[src/rtl/dff_var.sv]
// rtl/dff_var.sv - WIDTH-bit load-enable register with asynchronous active-low clear
// Each bit is a hold/load mux2_1 feeding a D flop; mux2_1 is defined here too.
`timescale 1ns/10ps

module mux2_1 (
  input  logic i0,
  input  logic i1,
  input  logic sel,
  output logic out
);

  // Ternary merge keeps out known when sel is X but i0 == i1.
  assign out = sel ? i1 : i0;

endmodule

module dff_var #(
  parameter int               WIDTH     = 64,
  parameter logic [WIDTH-1:0] RESET_VAL = '0
) (
  input  logic             clk,
  input  logic             rst_n,
  input  logic             en,
  input  logic [WIDTH-1:0] d,
  output logic [WIDTH-1:0] q
);

  for (genvar i = 0; i < WIDTH; i++) begin : g_bit
    logic bit_d;
    logic bit_q;

    mux2_1 u_mux (
      .i0  (bit_q),
      .i1  (d[i]),
      .sel (en),
      .out (bit_d)
    );

    always_ff @(posedge clk or negedge rst_n) begin
      if (!rst_n) begin
        bit_q <= RESET_VAL[i];
      end else begin
        bit_q <= bit_d;
      end
    end

    assign q[i] = bit_q;
  end

endmodule

[config.mk]
export PLATFORM = sky130hd
export DESIGN_NAME = dff_var
export DESIGN_NICKNAME = d
export VERILOG_FILES = /design/src/rtl/dff_var.sv
export SDC_FILE = /design/constraint.sdc
export NUM_CORES = 1
export LEC_CHECK = 0
export BUFFER_PORTS_ARGS = -buffer_cell sky130_fd_sc_hd__buf_4
export CORE_UTILIZATION = 33
export DETAILED_ROUTE_END_ITERATION = 12
export HOLD_SLACK_MARGIN = 0.05
export PLACE_DENSITY = 0.63
export SYNTH_ARGS = -nofsm -noshare
export SYNTH_HDL_FRONTEND = slang
export SYNTH_SLANG_ARGS = --single-unit
[constraint.sdc]
create_clock -name clk -period 1.2 [get_ports clk]
set_clock_uncertainty 0.2 [all_clocks]
set_input_delay 0.06 -clock clk [delete_from_list [all_inputs] [get_ports clk]]
set_output_delay 0.06 -clock clk [all_outputs]
set_load 0.01 [all_outputs]
==> flow_summary.html <==
<table>
<tr><th>Metric</th><th>Value</th></tr>
<tr><th colspan="2">Status</th></tr>
<tr><td>Result of the run</td><td>complete, no violations</td></tr>
<tr><th colspan="2">Global routing</th></tr>
<tr><td>Pin count of the biggest net entering global routing</td><td>between 60 and 70</td></tr>
<tr><td>Grt ovf</td><td>0</td></tr>
<tr><td>Overall Global Routing Usage</td><td>0.1327</td></tr>
<tr><td>Wire length of the first global-routing pass</td><td>10.20 mm</td></tr>
<tr><td>Number of antenna violations at the first check in global routing</td><td>0</td></tr>
<tr><td>Number of global-route vias before repair</td><td>2,050</td></tr>
<tr><th colspan="2">Yosys</th></tr>
<tr><td>Cells taking the most area after synthesis</td><td>sky130_fd_sc_hd__dfrtp_1 51%, sky130_fd_sc_hd__mux2_4 29%, sky130_fd_sc_hd__buf_4 15%, sky130_fd_sc_hd__buf_12 3.8%, sky130_fd_sc_hd__mux2_2 1.4%</td></tr>
<tr><td>Proportion of synthesized chip area in sequential cells</td><td>0.5069</td></tr>
<tr><td>Largest area contributor in the synthesized netlist</td><td>sky130_fd_sc_hd__dfrtp_1</td></tr>
<tr><td>Net Count, Synth</td><td>between 200 and 300</td></tr>
<tr><td>Post-synthesis sequential element count</td><td>64</td></tr>
<tr><td>Avg Inst Size Synth</td><td>approximately 16 um2</td></tr>
<tr><td>Top-area cell type share of the netlist area</td><td>0.5069</td></tr>
<tr><td>Total number of yosys warnings</td><td>0</td></tr>
<tr><td>Distinct cell type count after synthesis</td><td>6</td></tr>
<tr><td>Post-synthesis instance total</td><td>199</td></tr>
<tr><td>Post-synthesis cell area</td><td>0.003159 mm2</td></tr>
<tr><th colspan="2">Die</th></tr>
<tr><td>CORE AREA</td><td>0.009240 mm2</td></tr>
<tr><td>Starting density of the core</td><td>0.3419</td></tr>
<tr><td>Die width</td><td>99.85 um</td></tr>
<tr><td>Row count</td><td>35</td></tr>
<tr><td>IO Pins</td><td>roughly 130</td></tr>
<tr><td>Die Area</td><td>0.009969 mm2</td></tr>
<tr><td>Die extent in y</td><td>99.85 um</td></tr>
<tr><th colspan="2">Cells and area</th></tr>
<tr><td>Largest regs</td><td>g_bit.bit_q: 64 flops</td></tr>
<tr><td>Count of nets after finishing</td><td>just over 400</td></tr>
<tr><td>Biggest register</td><td>g_bit.bit_q</td></tr>
<tr><td>Diodes inserted</td><td>0</td></tr>
<tr><td>Post-synthesis to final-layout area growth</td><td>45.62%</td></tr>
<tr><td>Post-Layout Inst Area</td><td>0.004601 mm2</td></tr>
<tr><td>Max reg flops</td><td>64</td></tr>
<tr><td>Utilization of the core after routing</td><td>0.4979</td></tr>
<tr><td>Layout cells sized above 1</td><td>0.6217</td></tr>
<tr><th colspan="2">Drt</th></tr>
<tr><td>Wire length on met2</td><td>3.156 mm</td></tr>
<tr><td>Average wire per standard cell</td><td>13.18 um</td></tr>
<tr><td>Total detailed-routing wirelength</td><td>6.194 mm</td></tr>
<tr><td>DRC</td><td>0</td></tr>
<tr><td>Iter 0 DRT Violations</td><td>43</td></tr>
<tr><td>DR pass1 iterations</td><td>4</td></tr>
<tr><td>Met1 WL</td><td>roughly 2.6 mm</td></tr>
<tr><td>Via density per instance</td><td>3.977</td></tr>
<tr><td>Remaining number of nets flagged by the antenna check after routing</td><td>0</td></tr>
<tr><td>Highest routing layer actually used</td><td>met4</td></tr>
<tr><td>Vias after detailed routing</td><td>1,869</td></tr>
<tr><td>Met3 WL post-DR</td><td>387 um</td></tr>
<tr><th colspan="2">Worst setup path</th></tr>
<tr><td>Ordered cell list for the critical path</td><td>buf_4</td></tr>
<tr><td>Reg-to-reg critical path endpoint</td><td>g_bit[2].bit_q$_DFFE_PN0P_</td></tr>
<tr><td>Critical path arrival</td><td>0.88 ns</td></tr>
<tr><td>Max stage delay cell, worst path</td><td>sky130_fd_sc_hd__dfrtp_1</td></tr>
<tr><td>WP data required</td><td>0.94 ns</td></tr>
<tr><td>Maximum fanout along the worst path</td><td>2</td></tr>
<tr><td>Critical path capture point type</td><td>primary output</td></tr>
<tr><td>Cell class contributing the biggest share of worst-path delay</td><td>flip-flops</td></tr>
<tr><td>Worst Reg-to-Reg Cells</td><td>1</td></tr>
<tr><td>Worst reg-to-reg setup slack</td><td>about 0.22 ns</td></tr>
<tr><td>Startpoint types</td><td>flop</td></tr>
<tr><td>Buf+Inv Stages, Crit Path</td><td>1</td></tr>
<tr><td>Max incr delay on CP</td><td>0.39 ns</td></tr>
<tr><td>Classification of the worst setup path</td><td>reg2out</td></tr>
<tr><td>R2r startpoint</td><td>g_bit[2].bit_q$_DFFE_PN0P_</td></tr>
<tr><th colspan="2">Clock tree</th></tr>
<tr><td>Maximum level of the CTS H-tree</td><td>3</td></tr>
<tr><td>Number of sinks handled by clock tree synthesis</td><td>between 60 and 70</td></tr>
<tr><td>TritonCTS clock tree</td><td>yes</td></tr>
<tr><td>CTS clock-pin slew for the worst setup and hold paths</td><td>approximately 0.070 ns</td></tr>
<tr><td>Number of buffers between clock root and the deepest sink</td><td>2</td></tr>
<tr><td>Worst-skew pair later-pin latency</td><td>0.33 ns</td></tr>
<tr><td>Clock root buffer master</td><td>sky130_fd_sc_hd__clkbuf_8</td></tr>
<tr><td>Number of buffers inserted during clock tree synthesis</td><td>9</td></tr>
<tr><td>Number of instances resized during post-cts repair</td><td>0</td></tr>
<tr><th colspan="2">Placement</th></tr>
<tr><td>Placed cell areas</td><td>0.003745 mm2</td></tr>
<tr><td>Worst Setup Slack post-DPL</td><td>0.05775 ns</td></tr>
<tr><td>HPWL after DPL</td><td>3.615 mm</td></tr>
<tr><td>Routability cong.</td><td>~0.65</td></tr>
<tr><td>Quantity of I/O buffers inserted on ports</td><td>130</td></tr>
<tr><th colspan="2">Timing</th></tr>
<tr><td>Setup violation total in the final timing report</td><td>0</td></tr>
<tr><td>Max-slew violation count</td><td>0</td></tr>
<tr><td>Fin Hold WS</td><td>0.05111 ns</td></tr>
<tr><td>Final setup TNS</td><td>0 ns</td></tr>
<tr><td>Final-report hold violation count</td><td>0</td></tr>
<tr><td>Worst path setup slack after routing</td><td>0.06389 ns</td></tr>
<tr><td>Max_slew headroom</td><td>0.7586</td></tr>
<tr><td>Unrepaired setup endpoints after global routing</td><td>no</td></tr>
<tr><td>Shortest clock period the worst path allows after layout</td><td>1.136 ns</td></tr>
<tr><td>Post-route clock period utilization</td><td>0.9468</td></tr>
<tr><td>Maximum clock frequency</td><td>880.2 MHz</td></tr>
<tr><td>Worst Max-Slew Pin Slew</td><td>roughly 0.36 ns</td></tr>
<tr><th colspan="2">Min path</th></tr>
<tr><td>Path category of the worst min-delay check</td><td>in2async</td></tr>
<tr><th colspan="2">Flow run</th></tr>
<tr><td>Max-capacitance violation count</td><td>0</td></tr>
<tr><th colspan="2">Power</th></tr>
<tr><td>Worst-case vdd ir drop</td><td>798.6 uV</td></tr>
<tr><td>Power per Cell Area</td><td>1238 mW/mm2</td></tr>
<tr><td>Cell leakage power</td><td>0.002290 uW</td></tr>
</table>
[cells in the final DEF (no fill, tap or decap), drive strengths merged]
master         n
buf          133
dlygate4sd3   65
dfrtp         64
mux2          64
clkbuf        12
clkinv         2
bufinv         1
[cell usage after synthesis]
master and count:
sky130_fd_sc_hd__buf_4 64, sky130_fd_sc_hd__dfrtp_1 64, sky130_fd_sc_hd__mux2_4 60, sky130_fd_sc_hd__buf_12 6, sky130_fd_sc_hd__mux2_2 4, sky130_fd_sc_hd__buf_6 1
[routing by layer]
layer | up-vias | track usage
li1 | 873 | -
met1 | 918 | 0.1589
met2 | 73 | 0.2186
met3 | 5 | 0.04526
met4 | 0 | 0.05430
met5 | - | 0
[where the power goes]
group	switching [uW]	internal (uW)
registers	130	2370
logic	419	859
clock network	801	1110
total	1350	4350
[cells by family (layout without fill, tap and decap cells)]
kind of cell           count (synthesis)  in the layout  synth area share
buffers and inverters                 71            213            0.1937
multiplexers                          64             64            0.2994
flip-flops                            64             64            0.5069
[worst max-delay path by stage]
stage / start / end / depth (start not counted)
6_report: g_bit[24].bit_q$_DFFE_PN0P_ / q[24] / 1
5_1_grt: g_bit[21].bit_q$_DFFE_PN0P_ / q[21] / 1
4_1_cts: g_bit[21].bit_q$_DFFE_PN0P_ / q[21] / 1
3_5_place_dp: en / g_bit[8].bit_q$_DFFE_PN0P_ / 3
3_3_place_gp: en / g_bit[8].bit_q$_DFFE_PN0P_ / 3
2_1_floorplan: en / g_bit[0].bit_q$_DFFE_PN0P_ / 3
[final cells by class]
type	instances	area, um2
Fill cell	778	4639
Timing Repair Buffer	198	1687
Sequential cell	64	1602
Multi-Input combinational cell	64	945.9
Clock buffer	12	165.2
Tap cell	129	161.4
Clock inverter	3	40.04
[timing repair]
action	4_1_cts	5_1_grt
hold endpoints to repair	128	0
hold buffers	65	0
setup buffers	0	0
[per-stage QoR]
stage | instances | power (uW)
final | 470 | 5695
after global placement | 390 | 3642
after global routing | 470 | 6005
after detailed placement | 390 | 3651
after floorplan | 199 | 3364
after CTS | 470 | 5791
Power figures use the tool's default switching activity.
